### config.mk
export PLATFORM = sky130hd
export DESIGN_NAME = processor
export DESIGN_NICKNAME = d
export VERILOG_FILES = /design/src/rtl/processor_pkg.sv /design/src/rtl/processor_alu.sv /design/src/rtl/processor.sv
export SDC_FILE = /design/constraint.sdc
export NUM_CORES = 2
export LEC_CHECK = 0
export CAP_MARGIN = 5
export CORE_UTILIZATION = 47
export CTS_CLUSTER_DIAMETER = 100
export DETAILED_ROUTE_END_ITERATION = 10
export PLACE_DENSITY = 0.66
export SLEW_MARGIN = 10
export SYNTH_ARGS = -nofsm -noshare
export SYNTH_HDL_FRONTEND = slang
export SYNTH_HIERARCHICAL = 1
export SYNTH_SLANG_ARGS = --single-unit
### constraint.sdc
create_clock -name clock -period 13.5 [get_ports clock]
set_input_delay 1.35 -clock clock [delete_from_list [all_inputs] [get_ports clock]]
set_output_delay 1.35 -clock clock [all_outputs]
set_load 0.005 [all_outputs]
### src/rtl/processor_pkg.sv
// processor_pkg: shared opcode encodings, sizes and helpers for the processor slice.
package processor_pkg;
  localparam int IMEM_DEPTH = 32;
  localparam int NREGS = 8;
  typedef enum logic [3:0] {NOP = 4'h0, IRMOVL = 4'h1, OPL = 4'h2} icode_t;
  typedef enum logic [3:0] {ADD = 4'h0, SUB = 4'h1, AND = 4'h2, XOR = 4'h3} alu_fn_t;
  function automatic logic [31:0] sext16(input logic [15:0] v);
    return {{16{v[15]}}, v};
  endfunction
endpackage

### src/rtl/processor_alu.sv
// processor_alu: 32-bit add/sub/and/xor with ZF/SF, plus OF when PROC_OF_FLAG_EN is defined.
module processor_alu
  import processor_pkg::*;
(
  input  logic [31:0] a,
  input  logic [31:0] b,
  input  logic [3:0]  ifun,
  output logic [31:0] result,
  output logic        zf,
  output logic        sf,
  output logic        of
);
  assign result = ifun == ADD ? a + b : ifun == SUB ? a - b : ifun == AND ? a & b : a ^ b;
  assign zf = result == 32'd0;
  assign sf = result[31];
`ifdef PROC_OF_FLAG_EN
  // a - b overflows when the operand signs differ and the result sign leaves a's
  assign of = ifun == ADD ? (a[31] == b[31]) && (result[31] != a[31]) :
              ifun == SUB ? (a[31] != b[31]) && (result[31] != a[31]) : 1'b0;
`else
  assign of = 1'b0;
`endif
endmodule

### src/rtl/processor.sv
// processor: single-cycle Y86-style core (irmovl/OPl) with loadable 32-word imem.
// Overflow flag cc[0] is built only when PROC_OF_FLAG_EN is defined.
module processor
  import processor_pkg::*;
(
  input  logic        clock,
  input  logic [31:0] addr,
  input  logic        wr,
  input  logic [31:0] wdata,
  input  logic        working,
  input  logic [3:0]  rID,
  output logic [31:0] valE,
  output logic [31:0] r0,
  output logic [31:0] r1,
  output logic [31:0] r2,
  output logic [31:0] r3,
  output logic [31:0] r4,
  output logic [31:0] r5,
  output logic [31:0] r6,
  output logic [31:0] r7,
  output logic [31:0] rdata,
  output logic [2:0]  cc,
  input  logic        reset_n
);
  logic [31:0] imem [IMEM_DEPTH];
  logic [31:0] regs [NREGS];
  logic [4:0]  pc;
  logic [31:0] ins, opa, opb, res, imm;
  logic [3:0]  icode, ifun, ra, rb;
  logic        zf, sf, of, is_irmovl, is_opl;
  logic        unused_addr;
  assign ins = imem[pc];
  assign icode = ins[31:28];
  assign ifun = ins[27:24];
  assign ra = ins[23:20];
  assign rb = ins[19:16];
  assign imm = sext16(ins[15:0]);
  // indices 8..15 name no register: they read as zero and are never written
  assign opa = ra[3] ? 32'd0 : regs[ra[2:0]];
  assign opb = rb[3] ? 32'd0 : regs[rb[2:0]];
  assign is_irmovl = icode == IRMOVL && ifun == 4'h0;
  assign is_opl = icode == OPL && ifun[3:2] == 2'b00;
  assign unused_addr = ^addr[31:5];
  processor_alu u_alu (.a(opb), .b(opa), .ifun(ifun), .result(res), .zf(zf), .sf(sf), .of(of));
  always_ff @(posedge clock or negedge reset_n)
    if (!reset_n) begin
      pc <= '0;
      valE <= '0;
      cc <= '0;
      for (int i = 0; i < IMEM_DEPTH; i++) imem[i] <= '0;
      for (int i = 0; i < NREGS; i++) regs[i] <= '0;
    end else if (working) begin
      pc <= pc + 5'd1;
      if (is_irmovl) begin
        valE <= imm;
        if (!rb[3]) regs[rb[2:0]] <= imm;
      end else if (is_opl) begin
        valE <= res;
        cc <= {zf, sf, of};
        if (!rb[3]) regs[rb[2:0]] <= res;
      end
    end else begin
      pc <= '0;
      if (wr) imem[addr[4:0]] <= wdata;
    end
  assign r0 = regs[0];
  assign r1 = regs[1];
  assign r2 = regs[2];
  assign r3 = regs[3];
  assign r4 = regs[4];
  assign r5 = regs[5];
  assign r6 = regs[6];
  assign r7 = regs[7];
  assign rdata = rID[3] ? 32'd0 : regs[rID[2:0]];
endmodule

==> results.cfg <==
[outcome]
status = finished with violations
failed_checks = DRC

[placed_design]
port_buffers = 367
placed_area_mm2 = 0.0735
dp_hpwl_mm = 127
dp_slack_ns = 4.14
gp_congestion = 0.936
dp.cells = 6939

[floorplan]
die_area_mm2 = 0.146
die_y_um = 383
start_util_pct = 47.4
num_rows = 139
dieWidth_um = 383
core-area_mm2 = 0.144
ios = 395

[timing]
finalHoldViolCount = 0
final_max_slew_viol_count = 0
max_freq_mhz = 106
tns_ns = 0
period_minus_slack_ns = 9.43
skew_ns = 0.0436
final.setup.worst_slack_ns = 4.07
holdWs_ns = 0.497
setup_violations = 0
finalCritPeriodShare_pct = 69.9
rsz0062_at_grt = false
maxSlewHeadroom_pct = 14.2
worst_slew_pin_slew_ns = 1.27

[clock_tree]
cts.sinks = 1320
clkTransAtPathRegs_ns = 0.06
cts_inserted_buffers = 143
cts.hold.buffers_added = 0
cts_setup_buffers = 0
cts-root-buf = clkbuf_16
clock_path_buffers = 3
clock_latency_ns = 0.79
h-tree-depth = 4
cts-resized-gates = 0
cts_tree = yes

[power_and_ir_drop]
total_power_mw = 13.8
switchingPower_mw = 4.82
cellInternalPower_mw = 8.94
combPwrFrac_pct = 34.8
clkPwrFrac_pct = 29.0
vdd.ir_drop.worst_uv = 113
p_leak_nw = 35.0
powerDensity_mw_per_mm2 = 176
seqPwrFrac_pct = 36.2
p_sw_share_pct = 35.0

[cells_and_area]
stdcell_count = 7194
final_cell_mix = dfrtp_1 (1316), mux2_2 (1292), mux4_2 (364)
fillers = 11900
multi_input_area_mm2 = 0.0332
final_common_cell = dfrtp_1
final_area_mm2 = 0.0783
utilization_pct = 54.5
layout-drive-gt1-share_pct = 39.3
fin_nets = 5319
area_delta_synth_final_pct = 15.0
seq_area_mm2 = 0.0330

[routing]
drt_pass1_iterations = 11
num_vias = 45500
drc = 204
routed_wl_mm = 206
via_per_inst = 6.32
ant_nets = 0
wl_per_cell_um = 28.7
drtIter0Drc = 4025

[critical_path]
required_ns = 14.22
crit_type = register to register
cp-end-kind = register
worstPathMaxFanout = 53
cp-start-kind = register
cp.arrival_ns = 10.16

[yosys]
ys_seq_area_share_pct = 48.5
ys_types = 93
syn_area_mm2 = 0.0681
syn-instance-count = 5001
yosys_register_bits = 1320
synth_edf_count = 0
yosys_warnings = 6
async_flop_share_pct = 100
ys.flop_type = dfrtp_1
avgSynthCellArea_um2 = 13.6
syn_nets = 5139

[global_route]
overflow = 0
grt_pass1_vias = 46400
antenna_found_initial = 6
grt_util_all_layers_pct = 28.4
grt_max_degree = 174
grt_pass1_wl_mm = 310

[worst_hold_path]
min_path_type = register to register

[run]
cap_violations = 0
-- final timing paths --
path	startpoint	endpoint	slack (ns)	cells after the start
worst max-delay path	pc[0]	cc[2]	4.07	22
worst min-delay path	imem[831]	imem[831]	0.50	1
worst max register to register	pc[0]	cc[2]	4.07	22
worst min register to register	imem[831]	imem[831]	0.50	1
max in group asynchronous	reset_n	imem[667]	9.79	4
min in group asynchronous	reset_n	r3[24]	0.52	1
-- flip-flops by register name, summed over array words and instances, names as in the netlist --
name	flops
r6	32
r5	32
r3	32
cc	3
valE	32
r7	32
r1	32
pc	5
imem	1024
r0	32
r2	32
r4	32
-- critical path, stage by stage, from the launching register on --
cell	delay [ns]
dfrtp_4	0.94
buf_12	0.42
mux4_2	0.57
mux4_2	0.54
mux2i_4	0.15
buf_4	0.64
or3_1	0.27
buf_4	0.44
o221ai_1	0.21
nor4_1	0.71
ha_1	0.51
a21oi_1	0.36
o21ai_0	0.18
or2_1	0.24
o311ai_1	0.84
nand3_1	0.16
a32o_1	0.29
a311o_1	0.34
nor4_1	0.30
nand4b_1	0.19
or4_1	0.45
nor4_2	0.22
mux2_2	0.18
-- final cells by class --
type | instances | share of cell area (%)
multi-input combinational | 3162 | 42.4
antenna | 2 | 0.00639
inverter | 74 | 0.355
clock buffer | 205 | 5.30
sequential | 1320 | 42.2
timing repair buffer | 480 | 5.89
clock inverter | 48 | 0.810
tap | 1903 | 3.04
-- power by group through the flow --
stage                     logic (mW)  registers, mW  clock network [mW]
after floorplan                 3.07           4.88                   0
after global placement          4.66           5.01                   0
after detailed placement        4.70           5.04                   0
after CTS                       4.72           4.97                4.07
after global routing            5.10           5.05                4.22
final                           4.78           4.98                3.99
-- per-layer routing --
layer	track usage (%)	up-vias	routed length, um
li1	-	19200	-
met1	37.8	24200	85300
met2	47.4	1708	102000
met3	4.96	379	13300
met4	8.50	6	6140
met5	0	-	46
-- synthesized netlist by cell type (7+ instances only) --
cell type	n	area share, %
a211oi_1	27	0.30
inv_1	72	0.40
nand3_1	42	0.31
or3_1	16	0.15
a21o_1	35	0.39
and3_1	10	0.092
o221ai_1	57	0.73
a31oi_1	41	0.38
clkbuf_1	259	1.4
xnor2_1	11	0.14
buf_2	79	0.58
o22ai_1	37	0.34
nand4_1	13	0.12
nor2_1	201	1.1
a21oi_1	103	0.76
buf_1	81	0.45
mux2i_1	128	1.9
a22oi_1	8	0.088
and2_1	16	0.15
o21ai_0	86	0.63
mux2_2	1292	21
nor3_1	40	0.29
buf_6	7	0.12
nand2_1	196	1.1
nor4_1	41	0.38
dfrtp_1	1320	49
o311ai_0	10	0.13
ha_1	64	1.2
buf_4	19	0.21
o211ai_1	12	0.13
a22o_1	34	0.44
a221oi_1	22	0.28
o31ai_1	25	0.28
mux4_2	364	12
nand2b_1	17	0.16
mux2_1	49	0.81
nor2b_1	21	0.19
o21a_1	11	0.12
-- kinds of logic after synthesis --
group / count (synthesis) / synth area share (%)
muxes: 1833 / 36.1
DFF: 1320 / 48.5
and+or+nand+nor: 653 / 4.57
AOI/OAI and AO/OA: 593 / 6.15
buffers and inverters: 519 / 3.19
adders and majority gates: 66 / 1.24
xor gates and xnor gates: 16 / 0.206
other: 1 / 0.00551
No activity file was read; power rests on OpenSTA's default activity.
